==> src/rtl/pong_engine.sv <==
// pong_engine: frame-rate game core for two-player pong.
//   Moves both paddles and the ball once per frame_tick, bounces the ball off
//   the top/bottom walls and the paddles, scores misses, and sequences
//   SERVE -> PLAY -> PAUSE -> (SERVE | OVER). All outputs are registered and
//   change one clock after the frame_tick cycle that caused them.
// Ports:
//   clk, rst_n                  clock, asynchronous active-low reset
//   i_frame_tick                one-cycle pulse per frame
//   i_p1_up/i_p1_dn/i_p1_srv    left player controls (level)
//   i_p2_up/i_p2_dn/i_p2_srv    right player controls (level)
//   o_p1_y, o_p2_y              paddle top edges
//   o_ball_x, o_ball_y          ball top-left corner
//   o_score1, o_score2          scores
//   o_state                     0 SERVE, 1 PLAY, 2 PAUSE, 3 OVER
//   o_point_evt                 one-cycle pulse when a point is scored
module pong_engine #(
    parameter int SCREEN_W     = 640,
    parameter int SCREEN_H     = 480,
    parameter int PAD_H        = 50,
    parameter int PAD_W        = 8,
    parameter int BALL_SZ      = 8,
    parameter int P1_X         = 40,
    parameter int P2_X         = 600,
    parameter int P_SPD        = 8,
    parameter int BX_SPD       = 8,
    parameter int BY_SPD       = 4,
    parameter int WIN_SCORE    = 9,
    parameter int PAUSE_FRAMES = 60
) (
    input  logic       clk,
    input  logic       rst_n,
    input  logic       i_frame_tick,
    input  logic       i_p1_up,
    input  logic       i_p1_dn,
    input  logic       i_p1_srv,
    input  logic       i_p2_up,
    input  logic       i_p2_dn,
    input  logic       i_p2_srv,
    output logic [8:0] o_p1_y,
    output logic [8:0] o_p2_y,
    output logic [9:0] o_ball_x,
    output logic [8:0] o_ball_y,
    output logic [3:0] o_score1,
    output logic [3:0] o_score2,
    output logic [1:0] o_state,
    output logic       o_point_evt
);
    localparam logic [1:0] ST_SERVE = 2'd0;
    localparam logic [1:0] ST_PLAY  = 2'd1;
    localparam logic [1:0] ST_PAUSE = 2'd2;
    localparam logic [1:0] ST_OVER  = 2'd3;

    localparam int PCW = $clog2(PAUSE_FRAMES + 1);

    // All position arithmetic is done in 11-bit signed so that steps past
    // either screen edge go negative/over-range and are clamped, never wrapped.
    localparam logic signed [10:0] PAD_MAX   = 11'(SCREEN_H - PAD_H);
    localparam logic signed [10:0] BALL_YMAX = 11'(SCREEN_H - BALL_SZ);
    localparam logic signed [10:0] BALL_XMAX = 11'(SCREEN_W - BALL_SZ);
    localparam logic signed [10:0] P_STEP    = 11'(P_SPD);
    localparam logic signed [10:0] BX_STEP   = 11'(BX_SPD);
    localparam logic signed [10:0] BY_STEP   = 11'(BY_SPD);
    localparam logic signed [10:0] L_X0      = 11'(P1_X);
    localparam logic signed [10:0] L_X1      = 11'(P1_X + PAD_W);
    localparam logic signed [10:0] R_X0      = 11'(P2_X);
    localparam logic signed [10:0] R_X1      = 11'(P2_X + PAD_W);
    localparam logic signed [10:0] BALL      = 11'(BALL_SZ);
    localparam logic signed [10:0] PADH      = 11'(PAD_H);
    localparam logic signed [10:0] HALF_B    = 11'(BALL_SZ / 2);
    localparam logic signed [10:0] HALF_P    = 11'(PAD_H / 2);
    localparam logic signed [10:0] ZERO      = 11'sd0;

    localparam logic [8:0] PAD_INIT   = 9'((SCREEN_H - PAD_H) / 2);
    localparam logic [8:0] SERVE_OFS  = 9'(PAD_H / 2 - BALL_SZ / 2);
    localparam logic [9:0] SERVE_X_L  = 10'(P1_X + PAD_W);
    localparam logic [9:0] SERVE_X_R  = 10'(P2_X - BALL_SZ);
    localparam logic [3:0] WIN        = 4'(WIN_SCORE);
    localparam logic [PCW-1:0] PAUSE_LAST = PCW'(PAUSE_FRAMES - 1);

    logic [8:0]     r_p1_y, r_p2_y, r_ball_y;
    logic [9:0]     r_ball_x;
    logic [3:0]     r_score1, r_score2;
    logic [1:0]     r_state;
    logic           r_point_evt, r_srv_left, r_dx_pos, r_dy_pos;
    logic [PCW-1:0] r_pause_cnt;

    logic [8:0]     w_p1_y_next, w_p2_y_next, w_ball_y_next;
    logic [9:0]     w_ball_x_next;
    logic [3:0]     w_score1_next, w_score2_next;
    logic [1:0]     w_state_next;
    logic           w_point_evt_next, w_srv_left_next, w_dx_pos_next, w_dy_pos_next;
    logic [PCW-1:0] w_pause_cnt_next;

    logic signed [10:0] w_nx, w_ny, w_ny_w, w_p1_top, w_p2_top;
    logic               w_dy_wall, w_hit_l, w_hit_r, w_ctr_above_l, w_ctr_above_r;

    function automatic logic [8:0] step_pad(input logic [8:0] y, input logic up, input logic dn);
        logic signed [10:0] t;
        t = $signed({2'b00, y});
        if (up && !dn)
            t = t - P_STEP;
        else if (dn && !up)
            t = t + P_STEP;
        if (t < ZERO)
            t = ZERO;
        else if (t > PAD_MAX)
            t = PAD_MAX;
        return t[8:0];
    endfunction

    // Ball physics for a PLAY tick; hit tests use the paddles as they were
    // before this tick's paddle movement.
    always_comb begin
        w_nx      = $signed({1'b0, r_ball_x}) + (r_dx_pos ? BX_STEP : -BX_STEP);
        w_ny      = $signed({2'b00, r_ball_y}) + (r_dy_pos ? BY_STEP : -BY_STEP);
        w_ny_w    = w_ny;
        w_dy_wall = r_dy_pos;
        if (w_ny < ZERO) begin
            w_ny_w    = ZERO;
            w_dy_wall = 1'b1;
        end else if (w_ny > BALL_YMAX) begin
            w_ny_w    = BALL_YMAX;
            w_dy_wall = 1'b0;
        end
        w_p1_top      = $signed({2'b00, r_p1_y});
        w_p2_top      = $signed({2'b00, r_p2_y});
        w_hit_l       = !r_dx_pos && (w_nx < L_X1) && (w_nx + BALL > L_X0)
                        && (w_ny_w < w_p1_top + PADH) && (w_ny_w + BALL > w_p1_top);
        w_hit_r       = r_dx_pos && (w_nx < R_X1) && (w_nx + BALL > R_X0)
                        && (w_ny_w < w_p2_top + PADH) && (w_ny_w + BALL > w_p2_top);
        w_ctr_above_l = (w_ny_w + HALF_B) < (w_p1_top + HALF_P);
        w_ctr_above_r = (w_ny_w + HALF_B) < (w_p2_top + HALF_P);
    end

    always_comb begin
        w_p1_y_next      = r_p1_y;
        w_p2_y_next      = r_p2_y;
        w_ball_x_next    = r_ball_x;
        w_ball_y_next    = r_ball_y;
        w_score1_next    = r_score1;
        w_score2_next    = r_score2;
        w_state_next     = r_state;
        w_point_evt_next = 1'b0;
        w_srv_left_next  = r_srv_left;
        w_dx_pos_next    = r_dx_pos;
        w_dy_pos_next    = r_dy_pos;
        w_pause_cnt_next = r_pause_cnt;

        if (i_frame_tick) begin
            if (r_state != ST_OVER) begin
                w_p1_y_next = step_pad(r_p1_y, i_p1_up, i_p1_dn);
                w_p2_y_next = step_pad(r_p2_y, i_p2_up, i_p2_dn);
            end

            case (r_state)
                ST_PLAY: begin
                    w_ball_y_next = w_ny_w[8:0];
                    w_dy_pos_next = w_dy_wall;
                    if (w_hit_l) begin
                        w_ball_x_next = SERVE_X_L;
                        w_dx_pos_next = 1'b1;
                        w_dy_pos_next = !w_ctr_above_l;
                    end else if (w_hit_r) begin
                        w_ball_x_next = SERVE_X_R;
                        w_dx_pos_next = 1'b0;
                        w_dy_pos_next = !w_ctr_above_r;
                    end else if (w_nx <= ZERO) begin
                        w_ball_x_next    = 10'd0;
                        w_score2_next    = r_score2 + 4'd1;
                        w_srv_left_next  = 1'b1;
                        w_point_evt_next = 1'b1;
                        w_state_next     = ST_PAUSE;
                        w_pause_cnt_next = '0;
                    end else if (w_nx >= BALL_XMAX) begin
                        w_ball_x_next    = BALL_XMAX[9:0];
                        w_score1_next    = r_score1 + 4'd1;
                        w_srv_left_next  = 1'b0;
                        w_point_evt_next = 1'b1;
                        w_state_next     = ST_PAUSE;
                        w_pause_cnt_next = '0;
                    end else begin
                        w_ball_x_next = w_nx[9:0];
                    end
                end
                ST_PAUSE: begin
                    if (r_pause_cnt == PAUSE_LAST) begin
                        // Scores cannot change while paused, so testing them
                        // here is the same as testing them on entry.
                        if (r_score1 == WIN || r_score2 == WIN)
                            w_state_next = ST_OVER;
                        else
                            w_state_next = ST_SERVE;
                    end else begin
                        w_pause_cnt_next = r_pause_cnt + PCW'(1);
                    end
                end
                ST_OVER: begin
                    if (i_p1_srv && i_p2_srv) begin
                        w_score1_next   = 4'd0;
                        w_score2_next   = 4'd0;
                        w_srv_left_next = 1'b0;
                        w_state_next    = ST_SERVE;
                    end
                end
                default: begin
                    if (r_srv_left ? i_p1_srv : i_p2_srv)
                        w_state_next = ST_PLAY;
                end
            endcase

            // Park the ball on the server's paddle on every SERVE tick and on
            // the tick that enters SERVE, so it is in place as soon as SERVE shows.
            if (r_state == ST_SERVE || w_state_next == ST_SERVE) begin
                w_ball_x_next = w_srv_left_next ? SERVE_X_L : SERVE_X_R;
                w_ball_y_next = (w_srv_left_next ? w_p1_y_next : w_p2_y_next) + SERVE_OFS;
                w_dx_pos_next = w_srv_left_next;
            end
        end
    end

    always_ff @(posedge clk or negedge rst_n) begin
        if (!rst_n) begin
            r_p1_y      <= PAD_INIT;
            r_p2_y      <= PAD_INIT;
            r_ball_x    <= SERVE_X_R;
            r_ball_y    <= PAD_INIT + SERVE_OFS;
            r_score1    <= 4'd0;
            r_score2    <= 4'd0;
            r_state     <= ST_SERVE;
            r_point_evt <= 1'b0;
            r_srv_left  <= 1'b0;
            r_dx_pos    <= 1'b0;
            r_dy_pos    <= 1'b1;
            r_pause_cnt <= '0;
        end else begin
            r_p1_y      <= w_p1_y_next;
            r_p2_y      <= w_p2_y_next;
            r_ball_x    <= w_ball_x_next;
            r_ball_y    <= w_ball_y_next;
            r_score1    <= w_score1_next;
            r_score2    <= w_score2_next;
            r_state     <= w_state_next;
            r_point_evt <= w_point_evt_next;
            r_srv_left  <= w_srv_left_next;
            r_dx_pos    <= w_dx_pos_next;
            r_dy_pos    <= w_dy_pos_next;
            r_pause_cnt <= w_pause_cnt_next;
        end
    end

    assign o_p1_y      = r_p1_y;
    assign o_p2_y      = r_p2_y;
    assign o_ball_x    = r_ball_x;
    assign o_ball_y    = r_ball_y;
    assign o_score1    = r_score1;
    assign o_score2    = r_score2;
    assign o_state     = r_state;
    assign o_point_evt = r_point_evt;
endmodule

==> config.mk <==
export PLATFORM = sky130hd
export DESIGN_NAME = pong_engine
export DESIGN_NICKNAME = d
export VERILOG_FILES = /design/src/rtl/pong_engine.sv
export SDC_FILE = /design/constraint.sdc
export NUM_CORES = 1
export LEC_CHECK = 0
export BUFFER_PORTS_ARGS = -buffer_cell sky130_fd_sc_hd__buf_2
export CAP_MARGIN = 20
export CORE_UTILIZATION = 55
export DETAILED_ROUTE_END_ITERATION = 10
export GPL_ROUTABILITY_DRIVEN = 0
export PLACE_DENSITY = 0.81
export SKIP_CTS_REPAIR_TIMING = 1
export SLEW_MARGIN = 20
export SYNTH_ARGS = -nofsm -noshare
export SYNTH_HDL_FRONTEND = slang
export SYNTH_SLANG_ARGS = --single-unit
==> constraint.sdc <==
create_clock -name clk -period 20.2 [get_ports clk]
set_clock_uncertainty 0.2 [all_clocks]
set_input_delay 3.03 -clock clk [delete_from_list [all_inputs] [get_ports clk]]
set_output_delay 3.03 -clock clk [all_outputs]
set_load 0.01 [all_outputs]
==> results.toml, run 1 <==
[run_status]
status = "finished clean"

[global_routing]
grt_max_degree = 55
grt.total_usage = 0.3068
grt_overflow = 0
antenna_found_initial = 0
grt_pass1_vias = 6383
grt_first_pass_wirelength_um = 31910

[yosys]
synth.area.top_cells = "ha_1 17%, dfrtp_1 12%, dfstp_2 8.0%"
avgSynthCellArea_sq_um = 7.906
synth_warnings = 0
synth.yosys.seq_area_share = 0.1989
synth_edf_count = 0
synthArstFlopShare = 1.000
synth.top_cell.area_share = 0.1698
yosysTopAreaCell = "ha_1"
synth_cell_types = 86
ys_ff_latch = 54
synth_area_sq_um = 6925
synth-main-ff-cell = "dfrtp_1"
synthCells = 876

[route]
drt-initial-drc-count = 613
routedWlPerCell_um = 18.05
top_layer = "met4"
wl_met2_um = 8611
totalWireLength_um = 19440
wl_met3_um = 1624
viasPerCell = 6.367
drcViolationCount = 0
route.antenna.remaining_nets = 0
vias = 6857
drt-met1-wl_um = 8543
drt_pass1_iterations = 5

[place]
io_buffers = 53
hpwl_um = 15040
dp_slack_ns = 12.00

[critical_path]
cp.arrival_ns = 8.47
crit_fanout = 20
crit_required_ns = 20.22
crit_path_start = "r_dy_pos$_DFFE_PN1P_"
start_kind = "register"
timing.rr.start = "r_dy_pos$_DFFE_PN1P_"
crit_type = "register to register"
cp-end-kind = "register"
cpPeakStageDelay_ns = 0.71
crit_path_top_delay_cell = "a21oi_2"
path_common_cell = "ha_1"

[timing]
finalHoldViolCount = 0
fin_ws_ns = 11.75
fin_crit_sh = 0.4182
max_slew_margin = 0.3302
worstMarginPinSlew_ns = 1.005
fin_crit_ns = 8.447
setup_tns_ns = 0
rsz0062_at_grt = "no"
drv_slew = 0
finalSetupViolCount = 0
max_freq_ghz = 0.1184

[clocking]
clk_latency_ns = 0.31
numCtsBuffers = 5
clkSlewWorstSetupHoldPaths_ns = 0.09
htree_levels = 2
cts_root_buffer = "clkbuf_16"
clockBufferDepth = 2
cts_tree = "done"
cts_sinks = 54

[floorplanning]
start_util = 0.5694
num_io_pins = 57
die_area_sq_um = 13040
core.rowCount = 40
core-area_sq_um = 12160
die_y_um = 114.2
die_w_um = 114.2

[run]
drv_cap = 0

[cells_and_area]
synthToLayoutAreaGrowth_pct = 7.209
nets = 1013
final_common_cell = "ha_1"
final_cell_mix = "94 x ha_1, 87 x nand2_1, 78 x nor2_1, 55 x o21ai_0"
postLayoutCoreUtil = 0.6105
drive_gt1_frac = 0.1276
antenna_cells = 0

[worst_hold_path]
min-delay-path-class = "register to register"
hp-start = "o_ball_x[9]$_DFFE_PN1P_"
worst max-delay path: cells and delay by family (launching register included):
family          cells  cell delay [ns]
fa+ha+maj           4             1.28
mux                 1             0.19
xor+xnor            3             0.75
buf+inv             2             0.44
simple gates        5             0.69
compound gates     16             4.25
flops               1             0.54
final timing paths:
check	endpoint	slack (ns)	cells after the start
min in group asynchronous	o_p1_y[3]$_DFFE_PN0P_	2.65	2
worst min-delay path	o_ball_x[9]$_DFFE_PN1P_	0.29	2
worst max-delay path	o_ball_y[6]$_DFFE_PN1P_	11.75	31
max in group asynchronous	r_pause_cnt[1]$_DFFE_PN0P_	16.64	2
worst min register to register	o_ball_x[9]$_DFFE_PN1P_	0.29	2
worst max register to register	o_ball_y[6]$_DFFE_PN1P_	11.75	31
sequential cells by signal (all words and copies together), names as in the netlist:
register	cells
o_p2_y	9
r_dy_pos	1
r_dx_pos	1
o_ball_x	7
o_score2	4
o_score1	4
o_state	2
o_p1_y	9
o_point_evt	1
r_pause_cnt	6
o_ball_y	9
r_srv_left	1
synthesized netlist by cell type (4+ instances only):
cell type and n:
buf_4 5, a211oi_1 5, nor4_1 9, and3_1 8, o211ai_1 10, a22oi_1 4, nor2_1 78, a221oi_1 7
a22o_1 5, a21o_1 12, o31ai_1 6, a21boi_0 4, or2_2 4, o311ai_0 4, nand4_1 11, a21oi_1 53
inv_1 36, nor2b_1 14, dfstp_2 21, o21ai_0 55, nand3_1 33, xnor2_1 50, xor2_1 14, nand2b_1 7
mux2_2 6, nand3b_1 4, and2_1 8, ha_1 94, nand2_1 87, a31oi_1 8, o22ai_1 4, clkbuf_1 26
mux2i_1 7, or3_1 9, a2111oi_0 4, a41o_1 4, nor3_1 21, o21a_1 23, dfrtp_1 33, o21ai_1 13
per-layer routing:
metal	vias up	track usage
li1	3273	-
met2	320	0.4752
met3	62	0.06670
met1	3202	0.4154
met5	-	0
met4	0	0.1229
area by class of cell:
| cell class | count | area [sq um] |
|---|---|---|
| well taps | 168 | 210.2 |
| repair buffers | 56 | 287.8 |
| flip-flops and latches | 54 | 1378 |
| fillers | 1105 | 4737 |
| clock buffers | 5 | 125.1 |
| clock inverters | 3 | 28.78 |
| inverters | 39 | 146.4 |
| multi-input cells | 752 | 5249 |
logic make-up after synthesis:
family / count (synthesis) / synth area share
fa+ha+maj: 96 / 0.1756
flops: 54 / 0.1989
simple gates: 309 / 0.2179
other cells: 1 / 0.0005415
buf+inv: 76 / 0.04643
mux: 14 / 0.02204
compound gates: 262 / 0.2576
xor+xnor: 64 / 0.08094
stage by stage:
| stage | hold slack (ns) | area, sq um | std cells |
|---|---|---|---|
| after floorplan | 0.2764 | 6948 | 882 |
| after global placement | 0.2759 | 7271 | 1069 |
| after detailed placement | 0.2784 | 7271 | 1069 |
| after CTS | 0.2906 | 7425 | 1077 |
| after global routing | 0.3070 | 7425 | 1077 |
| final | 0.2923 | 7425 | 1077 |
Power of run 1 is not shown: default switching activity piles up to over one toggle a cycle in this logic, so the estimate is an artifact.
==> inputs of run 2 (changes only) <==
- PLACE_DENSITY: 0.81 -> 0.84
- clock period: 20.2 -> 7.34 ns (I/O delays scaled with it)
==> run 2 against run 1 <==
  * Sequential share of layout area decreased by 0.87 points
  * Cell count up 2.4%
  * Highest routed layer unchanged
  * Critical endpoint unchanged
  * Wire length is 4.0% higher
  * Critical path type unchanged
  * Hold slack lost 0.013 ns
==> results.toml, run 2 (synthesis results as in run 1) <==
[clocking]
clockBufferDepth = 2
cts_sinks = 54
cts_tree = "done"
clk_latency_ns = 0.31
numCtsBuffers = 5
htree_levels = 2
cts_root_buffer = "clkbuf_16"
clkSlewWorstSetupHoldPaths_ns = 0.07

[floorplanning]
core-area_sq_um = 12160
core.rowCount = 40
die_y_um = 114.2
start_util = 0.5694
die_w_um = 114.2
die_area_sq_um = 13040
num_io_pins = 57

[timing]
max_slew_margin = 0.3388
max_freq_ghz = 0.1374
fin_crit_sh = 0.9914
fin_ws_ns = 0.06319
drv_slew = 0
hold_ws_ns = 0.2791
finalSetupViolCount = 0
finalHoldViolCount = 0
fin_crit_ns = 7.277
worstMarginPinSlew_ns = 0.9919

[cells_and_area]
multi_input_area_sq_um = 5396
antenna_cells = 0
synthToLayoutAreaGrowth_pct = 12.48
stdcell_count = 1103
finalInstanceArea_sq_um = 7790
fillers = 1047
nets = 1039
final_cell_mix = "91 x ha_1, 87 x nand2_1, 77 x nor2_1, 53 x o21ai_0, 53 x buf_2"
drive_gt1_frac = 0.1754
final_common_cell = "ha_1"
regArea_sq_um = 1378

[route]
vias = 7119
routedWlPerCell_um = 18.33
totalWireLength_um = 20220
route.antenna.remaining_nets = 0
viasPerCell = 6.454
drt_pass1_iterations = 6
drt-initial-drc-count = 854
drcViolationCount = 0

[worst_hold_path]
min-delay-path-class = "register to register"
hp-start = "o_ball_x[9]$_DFFE_PN1P_"

[place]
placed_cell_area_sq_um = 7338
io_buffers = 53
placed_cells = 1078
dp_slack_ns = -0.1779
hpwl_um = 15110

[critical_path]
crit_fanout = 6
crit_path_top_delay_cell = "dfstp_2"
crit_required_ns = 7.36
timing.rr.start = "r_dy_pos$_DFFE_PN1P_"
r2r_setup_slack_ns = 0.06
crit_type = "register to register"
cpPeakStageDelay_ns = 0.58
r2r-end = "o_ball_y[6]$_DFFE_PN1P_"
path_depth = 32
worstPathBufferInverterCount = 4
critical_path.top_delay_family = "compound AO/OA/AOI/OAI gates"
cp-end-kind = "register"
cp-endpoint = "o_ball_y[6]$_DFFE_PN1P_"
cp.arrival_ns = 7.30
reg2reg_depth = 32
crit_path_start = "r_dy_pos$_DFFE_PN1P_"
start_kind = "register"

[global_routing]
grt.total_usage = 0.3030
grt_max_degree = 55
antenna_found_initial = 0
grt_first_pass_wirelength_um = 31540
grt_overflow = 0
grt_pass1_vias = 6299

[run_status]
status = "finished clean"

[run]
drv_cap = 0
[run 2: cell count changes in the layout (fill, tap and decap cells not counted), sizes merged]
| cell | change |
|---|---|
| clkbuf | +1 |
| bufinv | +1 |
| clkinv | -1 |
| clkinvlp | +2 |
| inv | -2 |
| buf | +25 |
[run 2: area by class of cell]
type,count,area share
inverters,39,0.01927
clock inverters,2,0.004979
flip-flops and latches,54,0.1768
multi-input cells,752,0.6927
well taps,168,0.02698
clock buffers,6,0.01654
repair buffers,81,0.06200
repair inverters,1,0.0006425
[run 2: per-layer routing]
layer,share of wire,vias to the layer above,routed length [um],global-route usage
met5,0,-,0,0
met4,0.045,0,901,0.1429
li1,-,3327,-,-
met1,0.43,3336,8675,0.4164
met3,0.082,78,1649,0.04341
met2,0.44,378,8993,0.4687
[run 2: stage by stage]
stage | TNS (ns) | utilization
after floorplan | 0 | -
after global placement | 0 | 0.6034
after detailed placement | -0.4694 | 0.6034
after CTS | -0.6893 | 0.6172
after global routing | -0.2782 | 0.6405
final | 0 | 0.6405
[run 2: worst min-delay path by stage]
stage                                    endpoint  depth (start not counted)
after floorplan           o_ball_x[6]$_DFFE_PN1P_                          2
after global placement    o_ball_x[6]$_DFFE_PN1P_                          2
after detailed placement  o_ball_x[9]$_DFFE_PN1P_                          2
after CTS                 o_ball_x[9]$_DFFE_PN1P_                          2
after global routing      o_ball_x[9]$_DFFE_PN1P_                          2
final                     o_ball_x[9]$_DFFE_PN1P_                          2
[run 2: tightest hold or removal path, stage by stage, from the launching register on]
cell and delay (ns):
dfstp_2 0.38, nand2_1 0.05, o21ai_1 0.05
Power of run 2 is left out for the same reason.
==> inputs of run 3 (changes only) <==
- PLACE_DENSITY: 0.84 -> 0.81
- REMOVE_ABC_BUFFERS: not set -> 1
- SLEW_MARGIN: 20 -> not set
- clock period: 7.34 -> 8.8 ns (I/O delays scaled with it)
==> run 3 against run 2 <==
  * Sequential share of layout area grew 0.74 points
  * Hold slack lost 0.0043 ns
  * Design area shrank 4.0%
  * Die area is the same
  * Non-clock buffer count shrank 21
  * Register-to-register slack gained 0.79 ns
  * Via count shrank 1.9%
  * Count of clock-buffer cells in the layout shrank 1
  * Core utilization shrank 2.6 points
  * Wire length shrank 2.6%
  * Flip-flop and latch count is the same
  * Largest cell class unchanged
  * Highest routed layer unchanged
==> results.toml, run 3 (synthesis results as in run 1) <==
[critical_path]
cp-end-kind = "register"
crit_required_ns = 8.83
start_kind = "register"
crit_fanout = 20
crit_path_top_delay_cell = "dfstp_2"
cpPeakStageDelay_ns = 0.54
crit_type = "register to register"
cp.arrival_ns = 7.98

[clocking]
cts_tree = "done"
clk_latency_ns = 0.32
htree_levels = 2
cts_root_buffer = "clkbuf_16"
cts_sinks = 54
clockBufferDepth = 2
clkSlewWorstSetupHoldPaths_ns = 0.08
numCtsBuffers = 5

[route]
drt_pass1_iterations = 6
drcViolationCount = 0
routedWlPerCell_um = 18.21
route.antenna.remaining_nets = 0
viasPerCell = 6.462
drt-initial-drc-count = 670
vias = 6985
totalWireLength_um = 19690

[run_status]
status = "finished clean"

[timing]
max_slew_margin = 0.4139
rsz0062_at_grt = "no"
fin_crit_sh = 0.9029
finalHoldViolCount = 0
finalSetupViolCount = 0
max_freq_ghz = 0.1259
worstMarginPinSlew_ns = 0.8681
setup_tns_ns = 0
drv_slew = 0
fin_crit_ns = 7.945

[cells_and_area]
nets = 1017
synthToLayoutAreaGrowth_pct = 7.967
fillers = 1085
multi_input_area_sq_um = 5251
drive_gt1_frac = 0.1325
antenna_cells = 0
final_cell_mix = "94 x ha_1, 87 x nand2_1, 77 x nor2_1, 55 x o21ai_0"
regArea_sq_um = 1378
final_common_cell = "ha_1"

[place]
io_buffers = 53
hpwl_um = 15080

[global_routing]
grt_first_pass_wirelength_um = 31810
grt.busiest_layer = "met2"
grt_pass1_vias = 6404
grtUsageMet1 = 0.4073
grt.total_usage = 0.3098
grtUsageMet2 = 0.4865
grt_max_degree = 55
grt_overflow = 0
antenna_found_initial = 0
met3_usage = 0.06035

[run]
drv_cap = 0

[worst_hold_path]
min-delay-path-class = "register to register"

[floorplanning]
die_y_um = 114.2
start_util = 0.5694
die_w_um = 114.2
die_area_sq_um = 13040
num_io_pins = 57
core-area_sq_um = 12160
core.rowCount = 40
run 3: final cells by class:
type	count	share of cell area
multi-input combinational	752	0.7023
sequential	54	0.1842
timing repair buffer	60	0.04250
tap	168	0.02811
inverter	39	0.01958
clock buffer	5	0.01673
clock inverter	3	0.006526
run 3: path summary, 6_finish.rpt:
path | startpoint | end | slack (ns) | cells after the start
min reg2reg | o_ball_x[9]$_DFFE_PN1P_ | o_ball_x[9]$_DFFE_PN1P_ | 0.27 | 2
max reg2reg | r_dy_pos$_DFFE_PN1P_ | o_ball_y[6]$_DFFE_PN1P_ | 0.85 | 31
min in group asynchronous | rst_n | o_point_evt$_DFF_PN0_ | 0.95 | 2
min | o_ball_x[9]$_DFFE_PN1P_ | o_ball_x[9]$_DFFE_PN1P_ | 0.27 | 2
max in group asynchronous | rst_n | o_p1_y[8]$_DFFE_PN0P_ | 6.99 | 2
max | r_dy_pos$_DFFE_PN1P_ | o_ball_y[6]$_DFFE_PN1P_ | 0.85 | 31
run 3: layer usage:
metal,up-vias,wire length (um)
met1,3258,8420
met5,-,0
met4,0,906
met2,365,8768
met3,82,1592
li1,3280,-
run 3: through the flow:
step / setup slack, ns / instances / util / area [sq um] / hold slack, ns
final: 0.8547 / 1081 / 0.6148 / 7477 / 0.2748
after global routing: 0.08809 / 1081 / 0.6148 / 7477 / 0.3044
after CTS: 0.9103 / 1081 / 0.6146 / 7475 / 0.2803
after global placement: 1.340 / 1073 / 0.6003 / 7301 / 0.2705
after detailed placement: 0.9493 / 1073 / 0.6003 / 7301 / 0.2693
after floorplan: 1.687 / 845 / - / 6773 / 0.2764
run 3: worst max-delay path, delay by kind of cell, from the launching register on:
family                     cells  cell delay, ns
DFF                            1            0.54
buffers and inverters          3            0.67
xor gates and xnor gates       3            0.71
adders and majority gates      3            1.00
and+or+nand+nor                3            0.52
AOI/OAI and AO/OA             18            4.08
muxes                          1            0.14
Power of run 3 is left out for the same reason.
